[config.mk]
export PLATFORM = sky130hd
export DESIGN_NAME = regfile_write_arbiter
export DESIGN_NICKNAME = d
export VERILOG_FILES = /design/src/rtl/regfile_pkg.sv /design/src/rtl/wb_slot.sv /design/src/rtl/regfile_write_arbiter.sv
export SDC_FILE = /design/constraint.sdc
export NUM_CORES = 1
export LEC_CHECK = 0
export ABC_AREA = 1
export CORE_UTILIZATION = 40
export CTS_BUF_LIST = sky130_fd_sc_hd__clkbuf_16
export DETAILED_ROUTE_END_ITERATION = 6
export PLACE_DENSITY = 0.77
export SLEW_MARGIN = 20
export SYNTH_ARGS = -nofsm -noshare
export SYNTH_HDL_FRONTEND = slang
export SYNTH_SLANG_ARGS = --single-unit
export TNS_END_PERCENT = 100
[constraint.sdc]
create_clock -name CLK -period 5.91 [get_ports CLK]
set_input_delay 1.182 -clock CLK [delete_from_list [all_inputs] [get_ports CLK]]
set_output_delay 1.182 -clock CLK [all_outputs]
set_load 0.01 [all_outputs]
[src/rtl/regfile_pkg.sv]
// rtl/regfile_pkg.sv - register-file geometry shared by the write arbiter and the register file
package regfile_pkg;

    localparam int RF_AW   = 5;
    localparam int RF_DW   = 32;
    localparam int RF_NREG = 2 ** RF_AW;

    typedef enum logic [1:0] {
        GNT_NONE = 2'd0,
        GNT_REQ0 = 2'd1,
        GNT_REQ1 = 2'd2
    } gnt_e;

endpackage

[src/rtl/wb_slot.sv]
// rtl/wb_slot.sv - one-entry write buffer holding address and data for a single requester
module wb_slot
    import regfile_pkg::*;
#(
    parameter int AW = RF_AW,
    parameter int DW = RF_DW
) (
    input  logic          i_clk,
    input  logic          i_rst_n,
    input  logic          i_load,
    input  logic          i_drain,
    input  logic [AW-1:0] i_addr,
    input  logic [DW-1:0] i_data,
    output logic          o_full,
    output logic [AW-1:0] o_addr,
    output logic [DW-1:0] o_data
);

    logic          r_full;
    logic [AW-1:0] r_addr;
    logic [DW-1:0] r_data;

    // A load on the same edge as a drain wins: the slot refills with the new entry.
    always_ff @(posedge i_clk or negedge i_rst_n) begin
        if (!i_rst_n) begin
            r_full <= 1'b0;
            r_addr <= '0;
            r_data <= '0;
        end else if (i_load) begin
            r_full <= 1'b1;
            r_addr <= i_addr;
            r_data <= i_data;
        end else if (i_drain) begin
            r_full <= 1'b0;
        end
    end

    assign o_full = r_full;
    assign o_addr = r_addr;
    assign o_data = r_data;

endmodule

[src/rtl/regfile_write_arbiter.sv]
// rtl/regfile_write_arbiter.sv - two-requester write port arbiter for the register file
module regfile_write_arbiter
    import regfile_pkg::*;
#(
    parameter int AW         = RF_AW,
    parameter int DW         = RF_DW,
    parameter bit DISCARD_R0 = 1'b1
) (
    input  logic              CLK,
    input  logic              RST_N,
    input  logic              REQ0_VALID,
    input  logic              REQ1_VALID,
    output logic              REQ0_READY,
    output logic              REQ1_READY,
    input  logic [AW-1:0]     REQ0_ADDR,
    input  logic [AW-1:0]     REQ1_ADDR,
    input  logic [DW-1:0]     REQ0_DATA,
    input  logic [DW-1:0]     REQ1_DATA,
    output logic              WE3,
    output logic [AW-1:0]     A3,
    output logic [DW-1:0]     WD3,
    output logic [2**AW-1:0]  BUSY
);

    localparam int NREG = 2 ** AW;

    logic            w_full0, w_full1;
    logic [AW-1:0]   w_addr0, w_addr1;
    logic [DW-1:0]   w_data0, w_data1;
    logic            w_load0, w_load1;
    logic            w_gnt0, w_gnt1;
    gnt_e            w_gnt;
    logic [AW-1:0]   w_sel_addr;
    logic [DW-1:0]   w_sel_data;
    logic [NREG-1:0] w_busy;

    logic            r_ptr;
    logic            r_old1;

    wb_slot #(.AW(AW), .DW(DW)) u_slot0 (
        .i_clk   (CLK),
        .i_rst_n (RST_N),
        .i_load  (w_load0),
        .i_drain (w_gnt0),
        .i_addr  (REQ0_ADDR),
        .i_data  (REQ0_DATA),
        .o_full  (w_full0),
        .o_addr  (w_addr0),
        .o_data  (w_data0)
    );

    wb_slot #(.AW(AW), .DW(DW)) u_slot1 (
        .i_clk   (CLK),
        .i_rst_n (RST_N),
        .i_load  (w_load1),
        .i_drain (w_gnt1),
        .i_addr  (REQ1_ADDR),
        .i_data  (REQ1_DATA),
        .o_full  (w_full1),
        .o_addr  (w_addr1),
        .o_data  (w_data1)
    );

    // Same-address writes must land in arrival order, so age overrides the round-robin pointer.
    always_comb begin
        w_gnt = GNT_NONE;
        if (w_full0 && w_full1) begin
            if (w_addr0 == w_addr1) begin
                w_gnt = r_old1 ? GNT_REQ1 : GNT_REQ0;
            end else begin
                w_gnt = r_ptr ? GNT_REQ1 : GNT_REQ0;
            end
        end else if (w_full0) begin
            w_gnt = GNT_REQ0;
        end else if (w_full1) begin
            w_gnt = GNT_REQ1;
        end
    end

    assign w_gnt0 = (w_gnt == GNT_REQ0);
    assign w_gnt1 = (w_gnt == GNT_REQ1);

    assign REQ0_READY = RST_N && (!w_full0 || w_gnt0);
    assign REQ1_READY = RST_N && (!w_full1 || w_gnt1);
    assign w_load0    = REQ0_VALID && REQ0_READY;
    assign w_load1    = REQ1_VALID && REQ1_READY;

    always_comb begin
        w_sel_addr = '0;
        w_sel_data = '0;
        case (w_gnt)
            GNT_REQ0: begin
                w_sel_addr = w_addr0;
                w_sel_data = w_data0;
            end
            GNT_REQ1: begin
                w_sel_addr = w_addr1;
                w_sel_data = w_data1;
            end
            default: begin
                w_sel_addr = '0;
                w_sel_data = '0;
            end
        endcase
    end

    assign WE3 = (w_gnt != GNT_NONE) && !(DISCARD_R0 && (w_sel_addr == '0));
    assign A3  = w_sel_addr;
    assign WD3 = w_sel_data;

    always_comb begin
        w_busy = '0;
        for (int i = 0; i < NREG; i++) begin
            w_busy[i] = (w_full0 && (w_addr0 == AW'(i))) || (w_full1 && (w_addr1 == AW'(i)));
        end
        if (DISCARD_R0) begin
            w_busy[0] = 1'b0;
        end
    end

    assign BUSY = w_busy;

    // r_old1 is set when slot 1 holds the older entry; a fresh load is always the youngest.
    always_ff @(posedge CLK or negedge RST_N) begin
        if (!RST_N) begin
            r_ptr  <= 1'b0;
            r_old1 <= 1'b0;
        end else begin
            if (w_gnt0) begin
                r_ptr <= 1'b1;
            end else if (w_gnt1) begin
                r_ptr <= 1'b0;
            end
            if (w_load1) begin
                r_old1 <= 1'b0;
            end else if (w_load0) begin
                r_old1 <= 1'b1;
            end
        end
    end

endmodule

== Word-level counts from Yosys, hierarchy flattened ==
Index checks and enable logic that the tools add are counted.
Operators by class
  equal/unequal tests: 65
  multiplexer cells: 15
  reductions and logical operators: 110
Operator list (number)
  5-bit == test (second input constant): 32
  5-bit by 4-bit == test with 1-bit output (second input constant): 16
  1-bit logical AND: 68
  32-bit case mux with 2 select lines: 1
  5-bit by 3-bit == test with 1-bit output (second input constant): 8
  1-bit logical OR: 33
  5-bit by 2-bit == test with 1-bit output (second input constant): 4
  2-bit two-way mux: 6
  5-bit by 1-bit == test with 1-bit output (second input constant): 2
  5-bit case mux with 2 select lines: 1
  2-bit nonzero test: 5
  1-bit two-way mux: 7
  5-bit == test: 1
  5-bit zero test: 1
  1-bit zero test: 3
  2-bit by 1-bit == test with 1-bit output (second input constant): 1
  2-bit == test (second input constant): 1
Storage, ports and cells
  register bits: 78
  input port bits: 78
  output and inout port bits: 72
  logic and storage cells: 198

== Logic depth before layout (Yosys ltp) ==
Gate-level depths: netlist of run 1.
  word-level depth: 9
  depth in mapped cells: 16
  depth with buffers taken out: 16

== Hierarchy ==
A second synthesis of run 1 with hierarchy kept.
Second synthesis, totals
  cell total of the unflattened synthesis: 532
  area, all modules: 4192.8 um2
Modules (own cells, without submodules)
  wb_slot: times used 2, cells an instance 161, area each 1473.9 um2, sequential area each 950.9 um2
  regfile_write_arbiter: times used 1, cells an instance 210, area each 1244.9 um2, sequential area each 50.0 um2

== Worst setup path before layout of run 1 ==
No wires, ideal clock.
  kind: register to output
  start point: reg u_slot0.r_addr[1] (netlist: u_slot0.o_addr[1])
  end point: out WD3[0]
  arrival time: 2.032 ns
  required time: 4.728 ns
  setup slack: 2.696 ns
  stages on the path, launching flop included: 14
  cell sequence: dfrtp_1 inv_1 nand2_1 nand2_1 nor2_1 nand4_1 nand3_1 nand2_1 ha_1 inv_1 nand2_1 clkinv_1 clkbuf_1 a22o_1
Between the ends
  word-level cells in the longest chain between the ends: 5
  elaborated cells between the ends (all ways): 6
RTL lines
  from (decl): RTL line wb_slot.sv:20  | logic [AW-1:0] r_addr;
  from (signal assigned): RTL line wb_slot.sv:31  | r_addr <= i_addr;
  5-bit == test (*): RTL line regfile_write_arbiter.sv:68  | if (w_addr0 == w_addr1) begin
  2-bit two-way mux (*): RTL line regfile_write_arbiter.sv:68
  2-bit two-way mux (*): RTL line regfile_write_arbiter.sv:67  | if (w_full0 && w_full1) begin
  2-bit == test / 2-bit by 1-bit == test with 1-bit output (equally long branches): RTL line regfile_write_arbiter.sv:91  | case (w_gnt)
  32-bit case mux with 2 select lines (*): RTL line regfile_write_arbiter.sv:91
  to (decl): RTL line regfile_write_arbiter.sv:21  | output logic [DW-1:0] WD3,
Mark *: on every way between the ends. The rest lies on a longest branch, timed or not.

== Worst setup path in the final report of run 1 ==
  start point: reg u_slot1.r_addr[1] (netlist: u_slot1.o_addr[1])
  end point: out WD3[18]
Between the ends
  word-level cells in the longest chain between the ends: 5
  elaborated cells between the ends (all ways): 6
RTL lines (RTL line)
  from (decl): wb_slot.sv:20
  from (signal assigned): wb_slot.sv:31
  5-bit == test (*): regfile_write_arbiter.sv:68
  2-bit two-way mux (*): regfile_write_arbiter.sv:68
  2-bit two-way mux (*): regfile_write_arbiter.sv:67
  2-bit == test / 2-bit by 1-bit == test with 1-bit output (equally long branches): regfile_write_arbiter.sv:91
  32-bit case mux with 2 select lines (*): regfile_write_arbiter.sv:91
Marks and branches as above.

==> impl_results.md, run 1 <==
* Run status: finished, final reports clean
* Post-route setup TNS at 0 ns
* Clock-pin slew on the worst setup and hold paths at 0.06 ns
* Post-synthesis register bit count at 78
* Sw Share at 0.398
* Worst hold stages at 2
* Skew-Pair Late Insertion Delay at 0.33 ns
* Dpl hpwl at 7.93 mm
* GRT Overall Usage at 0.227
* CTS Hold Bufs at 0
* P&R area growth vs syn at 44.1%
* P_sw at 1290 uW
* Fin nets at 670
* Placed Area at 5610 um^2
* First-pass GRT wire length at 18.3 mm
* Hold crit path type: flip-flop to flip-flop
* WL final at 11.4 mm
* F_max at 209 MHz
* Clock Skew at 0.00934 ns
* Fin. max-slew vios at 0
* Synthesized area per cell at 9.06 um^2
* Final instance area at 5880 um^2
* Combinational Power Share at 0.533
* Clock power share at 0.154
* Reg power frac at 0.312
* Final setup margin at 1.13 ns
* Antenna-violating nets left at 0
* RSZ-0062 raised after global routing: false
* Peak VDD IR at 259 uV
* Crit path arrival time at 3.60 ns
* TritonCTS clock tree: done
* Synth Area in Compound Gates at 0.144
* Placed Cells at 711
* Initial Util at 0.415
* Final setup viols at 0
* R2r worst-path depth at 14
* Yosys warnings at 0
* Number of global-route vias before repair at 3771
* Ports at 150
* Power per cell area at 550 nW/um^2
* Via density at 5.23
* Leakage at 0.00274 uW
* Via count at 3800
* DRT iter0 DRCs at 170
* Die Wd at 103 um
* N_diodes at 0
* Slew HR at 0.345
* Final Cycle Share at 0.809
* PortBufs at 148
* Num CTS Buffers at 9
* Post-synthesis sequential area ratio at 0.479
* Max-cap check violation count at 0
* GP Congestion at 0.889
* Die span in y at 103 um
* Largest family of logic cells by synthesized area: simple AND/OR/NAND/NOR gates
* Htree depth at 3
* Cells after Synth at 450
* Rows at 36
* Mux share of post-synthesis cell area at 0.114
* Startpoint types: flip-flop
* Post-CTS setup buffers at 0
* WP data required at 4.73 ns
* Synth Area in Simple Gates at 0.190
* Post-synth design cell area at 4080 um^2
* Antenna violations before repair at 0
* Grt total ovfl at 0
* Int Pwr at 1950 uW
* Root Buffer: clkbuf_16
* First-pass DRT Iterations at 5
* Xor/xnor share of the synthesized area at 0.00215
* Final Power at 3230 uW
* Die area at 10600 um^2
* Adder-Cell Fraction of Synth Area at 0.00921
* CTS max path bufs at 2
* Largest net degree at the start of global routing at 79
* Post-Place Setup Slack at 1.43 ns
* Final worst path period need at 4.78 ns
* Syn Nets at 531
* Clock Sinks at 78
* Least-Margin Pin Slew at 0.982 ns
* WL/cell at 15.8 um
* CP Class: flip-flop to output port
* Remaining DRCs at 0
* CP max FO at 19
* Layout cell share with drive strength beyond 1 at 0.0961
* Synth cell types at 28
* Core area at 9820 um^2
* Final Non-Filler Cells at 726
* Worst Setup End Kind: output port
* CTS resizes at 0
* Hold Violations, Final at 0
[stage by stage]
step                utilization  hold slack, ns
finish                    0.598           0.483
global route              0.598           0.499
CTS                       0.598           0.482
detailed placement        0.571           0.466
global placement          0.571           0.462
floorplan                     -           0.450
[placed cells by master, fill, tap and decap left out, types with 4 or more instances in the layout]
| cell | instances |
|---|---|
| a21oi_1 | 7 |
| nor2_1 | 25 |
| mux2_2 | 4 |
| nand2_1 | 165 |
| inv_1 | 28 |
| dfrtp_1 | 78 |
| nand3_1 | 4 |
| o22ai_1 | 31 |
| o21ai_0 | 7 |
| a22o_1 | 32 |
| clkdlybuf4s50_1 | 147 |
| buf_4 | 4 |
| clkbuf_16 | 9 |
| mux2_4 | 28 |
[kinds of logic after synthesis]
kind of cell,after synthesis
buf+inv,53
flops,78
other cells,1
simple gates,200
compound gates,82
mux,32
xor+xnor,1
fa+ha+maj,3
[power by group through the flow]
| stage | Clock, uW | Sequential (uW) | Combinational [uW] |
|---|---|---|---|
| 3_5_place_dp | 0 | 1000 | 1720 |
| 4_1_cts | 510 | 1010 | 1730 |
| 2_1_floorplan | 0 | 944 | 1060 |
| 3_3_place_gp | 0 | 1000 | 1690 |
| 6_report | 499 | 1010 | 1720 |
| 5_1_grt | 532 | 1040 | 1880 |
[path summary, 6_finish.rpt]
check	startpoint	slack [ns]	endpoint
worst max-delay path	u_slot1.o_addr[1]$_DFFE_PN0P_	1.13	WD3[18]
worst min-delay path	u_slot0.o_data[6]$_DFFE_PN0P_	0.48	u_slot0.o_data[6]$_DFFE_PN0P_
worst max register to register	u_slot1.o_addr[1]$_DFFE_PN0P_	2.77	u_slot0.o_addr[4]$_DFFE_PN0P_
worst min register to register	u_slot0.o_data[6]$_DFFE_PN0P_	0.48	u_slot0.o_data[6]$_DFFE_PN0P_
max in group asynchronous	RST_N	4.15	u_slot0.o_data[28]$_DFFE_PN0P_
min in group asynchronous	RST_N	1.10	u_slot0.o_data[6]$_DFFE_PN0P_
[layer usage]
metal / track usage / wire, um / up-vias
met3: 0.0569 / 1050 / 16
met5: 0 / 0 / -
li1: - / - / 1776
met1: 0.298 / 4900 / 1810
met2: 0.358 / 5310 / 198
met4: 0.0943 / 173 / 0
[final cells by class]
class,instances,area (um^2)
repair buffers,151,1500
fillers,875,3940
well taps,133,166
clock inverters,6,40.0
multi-input cells,319,1880
flip-flops and latches,78,1950
clock buffers,9,225
inverters,30,113
[synthesized netlist by cell type]
cell type	n	area, um^2
a21oi_1	7	35.0
a21oi_4	1	16.3
a22o_1	32	280
a22oi_1	3	22.5
buf_1	1	3.75
buf_2	11	55.1
buf_4	1	7.51
buf_6	4	45.0
clkbuf_1	6	22.5
clkinv_1	1	3.75
conb_1	1	3.75
dfrtp_1	78	1950
ha_1	3	37.5
inv_1	27	101
inv_2	2	7.51
mux2_2	4	45.0
mux2_4	28	420
nand2_1	165	619
nand2_2	1	6.26
nand2_4	1	11.3
nand3_1	4	20.0
nand4_1	2	12.5
nor2_1	25	93.8
nor2_2	2	12.5
o21ai_0	7	35.0
o21ai_1	1	5.00
o22ai_1	31	194
xnor2_1	1	8.76
[sequential cells by signal, indices dropped and copies added (netlist names)]
name and flops:
u_slot0.o_data 32, u_slot1.o_addr 5, u_slot0.o_full 1, u_slot1.o_full 1, u_slot0.o_addr 5, r_ptr 1
r_old1 1, u_slot1.o_data 32
[worst max-delay path, cell delays in order, from the launching register on]
cell,delay (ns)
dfrtp_1,0.44
inv_1,0.10
nand2_1,0.07
nand2_1,0.05
nor2_1,0.17
nand3_1,0.13
nand2_1,0.08
nand3_1,0.08
nand2_1,0.10
ha_1,0.25
nor2_2,0.65
buf_4,0.38
a22o_1,0.22
clkdlybuf4s50_1,0.54
(Power assumes the default switching activity.)
==> run 2: changes to the inputs <==
--- a/config.mk
+++ b/config.mk
@@ -9,7 +9,7 @@
 export CORE_UTILIZATION = 40
 export CTS_BUF_LIST = sky130_fd_sc_hd__clkbuf_16
 export DETAILED_ROUTE_END_ITERATION = 6
-export PLACE_DENSITY = 0.77
+export PLACE_DENSITY = 0.8
 export SLEW_MARGIN = 20
 export SYNTH_ARGS = -nofsm -noshare
 export SYNTH_HDL_FRONTEND = slang
==> constraint.sdc (replaced) <==
create_clock -name CLK -period 4.3 [get_ports CLK]
set_input_delay 0.86 -clock CLK [delete_from_list [all_inputs] [get_ports CLK]]
set_output_delay 0.86 -clock CLK [all_outputs]
set_load 0.01 [all_outputs]
==> run 2 against run 1 <==
Clock skew about the same. Wire length rose by 3.7%. Die area unchanged. Critical path type unchanged.
==> impl_results.md, run 2 (synthesis gave the netlist of run 1 again) <==
* Run status: finished, final reports clean
* Multi-input logic area at 1890 um^2
* Most frequent cells in the layout: 165 x nand2_1, 147 x clkdlybuf4s50_1, 74 x dfrtp_1
* Die Wd at 103 um
* Skew-Pair Late Insertion Delay at 0.33 ns
* GP Congestion at 0.853
* Placed Cells at 713
* F_max at 246 MHz
* Peak VDD IR at 365 uV
* Clock-pin slew on the worst setup and hold paths at 0.06 ns
* WL final at 11.9 mm
* Ports at 150
* First-pass GRT wire length at 19.0 mm
* CP Cell Sequence: inv_1 -> nand2_1 -> nand2_1 -> nor2_1 -> nand3_1 -> nand2_1 -> nand3_1 -> nand2_1 -> ha_1 -> inv_1 -> nand2_1 -> clkinv_1 -> buf_4 -> buf_12 -> a22o_1 -> clkdlybuf4s50_1
* Fin. max-slew vios at 0
* DRT iter0 DRCs at 172
* Power per cell area at 768 nW/um^2
* Rows at 36
* Sequential Area at 1960 um^2
* Htree depth at 3
* Via count at 3792
* Number of global-route vias before repair at 3743
* Worst r2r dst: u_slot0.o_addr[1]$_DFFE_PN0P_
* Die span in y at 103 um
* Layout cell share with drive strength beyond 1 at 0.115
* Final Non-Filler Cells at 732
* CP dominant cell by count: nand2_1
* RSZ-0062 raised after global routing: false
* Initial Util at 0.415
* P&R area growth vs syn at 47.3%
* Worst hold stages at 2
* Final worst path period need at 4.06 ns
* Hold Violations, Final at 0
* Clock Skew at 0.00983 ns
* WP data required at 3.44 ns
* CTS max path bufs at 2
* First-pass DRT Iterations at 5
* Sink of the worst hold path: u_slot0.o_data[15]$_DFFE_PN0P_
* R2r worst-path depth at 15
* CP max FO at 22
* Core area at 9820 um^2
* GRT Overall Usage at 0.237
* Reg2reg start: u_slot1.o_addr[0]$_DFFE_PN0P_
* Worst Setup End Kind: output port
* Grt total ovfl at 0
* Hold crit path type: flip-flop to flip-flop
* Final setup viols at 0
* Filler instances at 854
* Dpl hpwl at 8.34 mm
* WL/cell at 16.2 um
* Fin nets at 675
* Via density at 5.18
* Antenna-violating nets left at 0
* Max-cap check violation count at 0
* Least-Margin Pin Slew at 0.776 ns
* Remaining DRCs at 0
* CP Class: flip-flop to output port
* Antenna violations before repair at 0
* Hold Crit Start: u_slot0.o_data[15]$_DFFE_PN0P_
* Die area at 10600 um^2
* Root Buffer: clkbuf_16
* Slew HR at 0.482
* PortBufs at 148
* Final Cycle Share at 0.944
* N_diodes at 0
* Critical path's largest stage delay at 0.55 ns
* Post-route setup TNS at 0 ns
* Slowest CP cell: clkdlybuf4s50_1
* Leading cell type in the layout, fill and taps excluded: nand2_1
* Crit path arrival time at 3.20 ns
* R2r setup slk at 1.10 ns
* Clock Sinks at 78
* Largest net degree at the start of global routing at 79
* Startpoint types: flip-flop
* TritonCTS clock tree: done
* Num CTS Buffers at 9
* Leakage at 0.00279 uW
[run 2: cell types whose count changed in the layout (fill, tap and decap cells not counted), moves of 3 or more]
cell	delta
a22oi_1	-3
dfrtp_1	-4
a22oi_2	+3
dfrtp_2	+4
[run 2: metrics by stage]
stage | worst slack [ns] | utilization | power, uW | cell area, um^2 | hold WS, ns
floorplan | 1.41 | - | 2750 | 4080 | 0.450
global placement | 0.567 | 0.573 | 3730 | 5630 | 0.464
detailed placement | 0.460 | 0.573 | 3780 | 5630 | 0.466
CTS | 0.0622 | 0.603 | 4570 | 5930 | 0.484
global route | 0.0144 | 0.611 | 4930 | 6000 | 0.508
finish | 0.242 | 0.611 | 4610 | 6000 | 0.485
[run 2: cell type report]
cell class / count / share of cell area
multi-input combinational: 319 / 0.315
clock buffer: 9 / 0.0375
sequential: 78 / 0.326
inverter: 30 / 0.0188
clock inverter: 7 / 0.0123
tap: 133 / 0.0277
timing repair buffer: 156 / 0.262
[run 2: routing by layer]
metal | vias to the layer above | GRT usage | wire, um
met5 | - | 0 | 0
met4 | 0 | 0.0813 | 137
met3 | 15 | 0.0583 | 1040
met2 | 186 | 0.386 | 5520
met1 | 1800 | 0.310 | 5170
li1 | 1791 | - | -
[run 2: power breakdown]
part	switching, uW	internal (uW)
Clock	306	452
Combinational	1210	1240
Sequential	294	1110
[run 2: what timing repair did]
item,in CTS,in global routing
hold buffers,0,0
setup endpoints to repair,0,23
gates resized for setup,0,11
buffers inserted,0,2
[run 2: worst max-delay path: cells and delay by family, from the launching register on]
family / cells / cell delay [ns]
and+or+nand+nor: 8 / 0.79
DFF: 1 / 0.42
adders and majority gates: 1 / 0.26
AOI/OAI and AO/OA: 1 / 0.17
buffers and inverters: 6 / 1.21
[run 2: how the worst max path moves through the flow]
stage                                        startpoint      end
after floorplan           u_slot0.o_addr[1]$_DFFE_PN0P_   WD3[0]
after global placement    u_slot0.o_addr[0]$_DFFE_PN0P_  WD3[19]
after detailed placement  u_slot0.o_addr[3]$_DFFE_PN0P_   WD3[6]
after CTS                 u_slot0.o_addr[3]$_DFFE_PN0P_   WD3[6]
after global routing      u_slot0.o_addr[3]$_DFFE_PN0P_  WD3[19]
final                     u_slot1.o_addr[0]$_DFFE_PN0P_   WD3[6]
==> run 3: changes to the inputs <==
--- a/config.mk
+++ b/config.mk
@@ -9,6 +9,7 @@
 export CORE_UTILIZATION = 40
 export CTS_BUF_LIST = sky130_fd_sc_hd__clkbuf_16
 export DETAILED_ROUTE_END_ITERATION = 6
+export GPL_ROUTABILITY_DRIVEN = 0
 export PLACE_DENSITY = 0.8
 export SLEW_MARGIN = 20
 export SYNTH_ARGS = -nofsm -noshare
==> constraint.sdc (replaced) <==
create_clock -name CLK -period 4.3 [get_ports CLK]
set_input_delay 1.075 -clock CLK [delete_from_list [all_inputs] [get_ports CLK]]
set_output_delay 1.075 -clock CLK [all_outputs]
set_load 0.01 [all_outputs]
==> run 3 against run 2 <==
Non-clock buffer count down 2. Cell count down 0.68%. Critical path depth down 2. Final area down 0.88%.
==> impl_results.md, run 3 (synthesis gave the netlist of run 1 again) <==
* CP endpoint: WD3[0]
* N_diodes at 0
* Final setup margin at 0.174 ns
* Die span in y at 103 um
* Filler instances at 853
* CP dominant cell by count: nand2_1
* Hold Violations, Final at 0
* First-pass GRT wire length at 18.3 mm
* Final setup viols at 0
* F_max at 242 MHz
* Final Non-Filler Cells at 727
* Power per cell area at 760 nW/um^2
* Antenna violations before repair at 0
* Root Buffer: clkbuf_16
* Slew HR at 0.494
* Clock Sinks at 78
* Crit path arrival time at 3.05 ns
* Peak VDD IR at 422 uV
* Max-cap check violation count at 0
* WL final at 11.6 mm
* Most frequent cells in the layout: 164 x nand2_1, 147 x clkdlybuf4s50_1, 74 x dfrtp_1
* CTS Hold Bufs at 0
* Grt total ovfl at 0
* R2r setup slk at 1.16 ns
* Final worst path period need at 4.13 ns
* Final Core Density at 0.606
* Via count at 3782
* Slowest CP cell: clkdlybuf4s50_1
* Final Cycle Share at 0.960
* Largest net degree at the start of global routing at 79
* DRT iter0 DRCs at 206
* Worst r2r dst: u_slot0.o_addr[1]$_DFFE_PN0P_
* Worst Setup End Kind: output port
* First-pass DRT Iterations at 4
* Least-Margin Pin Slew at 0.758 ns
* Clock Skew at 0.00727 ns
* Sequential Area at 1960 um^2
* Final Power at 4520 uW
* Via density at 5.20
* Critical path's largest stage delay at 0.54 ns
* Final instance area at 5950 um^2
* Leakage at 0.00276 uW
* Number of global-route vias before repair at 3700
* CP max FO at 30
* Crit path from: u_slot1.o_addr[4]$_DFFE_PN0P_
* P&R area growth vs syn at 46.0%
* Skew-Pair Late Insertion Delay at 0.34 ns
* R2r worst-path depth at 15
* Post-Place Setup Slack at 0.317 ns
* TritonCTS clock tree: done
* Layout cell share with drive strength beyond 1 at 0.116
* Fin nets at 673
* Placed Cells at 712
* Rows at 36
* Reg2reg start: u_slot1.o_addr[4]$_DFFE_PN0P_
* Remaining DRCs at 0
* Die area at 10600 um^2
* CP Cell Sequence: inv_1 -> nand2_1 -> nand2_1 -> nor2_2 -> nand3_1 -> nand2_1 -> nand3_1 -> nand2_1 -> ha_4 -> inv_1 -> nor2_4 -> buf_8 -> a22o_1 -> clkdlybuf4s50_1
* Multi-input logic area at 1920 um^2
* Num CTS Buffers at 9
* Fin. max-slew vios at 0
* CTS max path bufs at 2
* GRT Overall Usage at 0.229
* WL/cell at 15.9 um
* Placed Area at 5620 um^2
* Leading cell type in the layout, fill and taps excluded: nand2_1
* Antenna-violating nets left at 0
* Die Wd at 103 um
* PortBufs at 148
* WP data required at 3.22 ns
* Core area at 9820 um^2
* Clock-pin slew on the worst setup and hold paths at 0.05 ns
* CP Class: flip-flop to output port
* Dpl hpwl at 8.17 mm
* Ports at 150
* Initial Util at 0.415
* Run status: finished, final reports clean
* Startpoint types: flip-flop
* Htree depth at 3
* Hold crit path type: flip-flop to flip-flop
-- run 3: changes by cell type in the layout (fill, tap and decap cells not counted), moves of 2 or more --
| cell | change |
|---|---|
| clkinv_1 | -3 |
| buf_4 | -2 |
| clkinv_4 | -2 |
| inv_1 | +2 |
| nor2_1 | -2 |
-- run 3: repair_timing --
action | CTS | global route
endpoints found under the setup margin | 30 | 36
pin swaps | 0 | 2
setup buffers | 0 | 1
resized for setup | 1 | 15
-- run 3: worst min-delay path by stage --
stage | slack, ns | cells past startpoint | endpoint | start
after floorplan | 0.45 | 2 | u_slot0.o_data[0]$_DFFE_PN0P_ | u_slot0.o_data[0]$_DFFE_PN0P_
after global placement | 0.46 | 2 | u_slot0.o_data[14]$_DFFE_PN0P_ | u_slot0.o_data[14]$_DFFE_PN0P_
after detailed placement | 0.47 | 2 | u_slot0.o_data[9]$_DFFE_PN0P_ | u_slot0.o_data[9]$_DFFE_PN0P_
after CTS | 0.48 | 2 | u_slot0.o_data[9]$_DFFE_PN0P_ | u_slot0.o_data[9]$_DFFE_PN0P_
after global routing | 0.50 | 2 | u_slot0.o_data[14]$_DFFE_PN0P_ | u_slot0.o_data[14]$_DFFE_PN0P_
final | 0.48 | 2 | u_slot0.o_data[24]$_DFFE_PN0P_ | u_slot0.o_data[24]$_DFFE_PN0P_
-- run 3: layout make-up --
type                       count  area share
clock inverter                 4     0.00336
tap                          133      0.0280
inverter                      30      0.0196
clock buffer                   9      0.0378
multi-input combinational    319       0.322
sequential                    78       0.329
timing repair buffer         154       0.260
-- run 3: layer usage --
layer,vias up,GRT usage,share of wire
met1,1795,0.289,0.43
met3,20,0.0786,0.095
met5,-,0,0
met4,0,0.0878,0.019
met2,186,0.363,0.46
li1,1781,-,-
-- run 3: per-stage QoR --
stage / hold WS, ns / setup TNS [ns]
finish: 0.478 / 0
global placement: 0.463 / 0
floorplan: 0.450 / 0
CTS: 0.482 / 0
detailed placement: 0.467 / 0
global route: 0.498 / -0.0234
-- run 3: worst max-delay path, delay by kind of cell (launching register included) --
| kind | cells | cell delay (ns) |
|---|---|---|
| buf+inv | 4 | 1.00 |
| flops | 1 | 0.41 |
| fa+ha+maj | 1 | 0.14 |
| compound gates | 1 | 0.21 |
| simple gates | 8 | 0.96 |
-- run 3: power by group --
group / internal [uW] / total, uW / switching, uW
combinational: 1240 / 2460 / 1220
clock: 375 / 650 / 275
sequential: 1110 / 1420 / 304
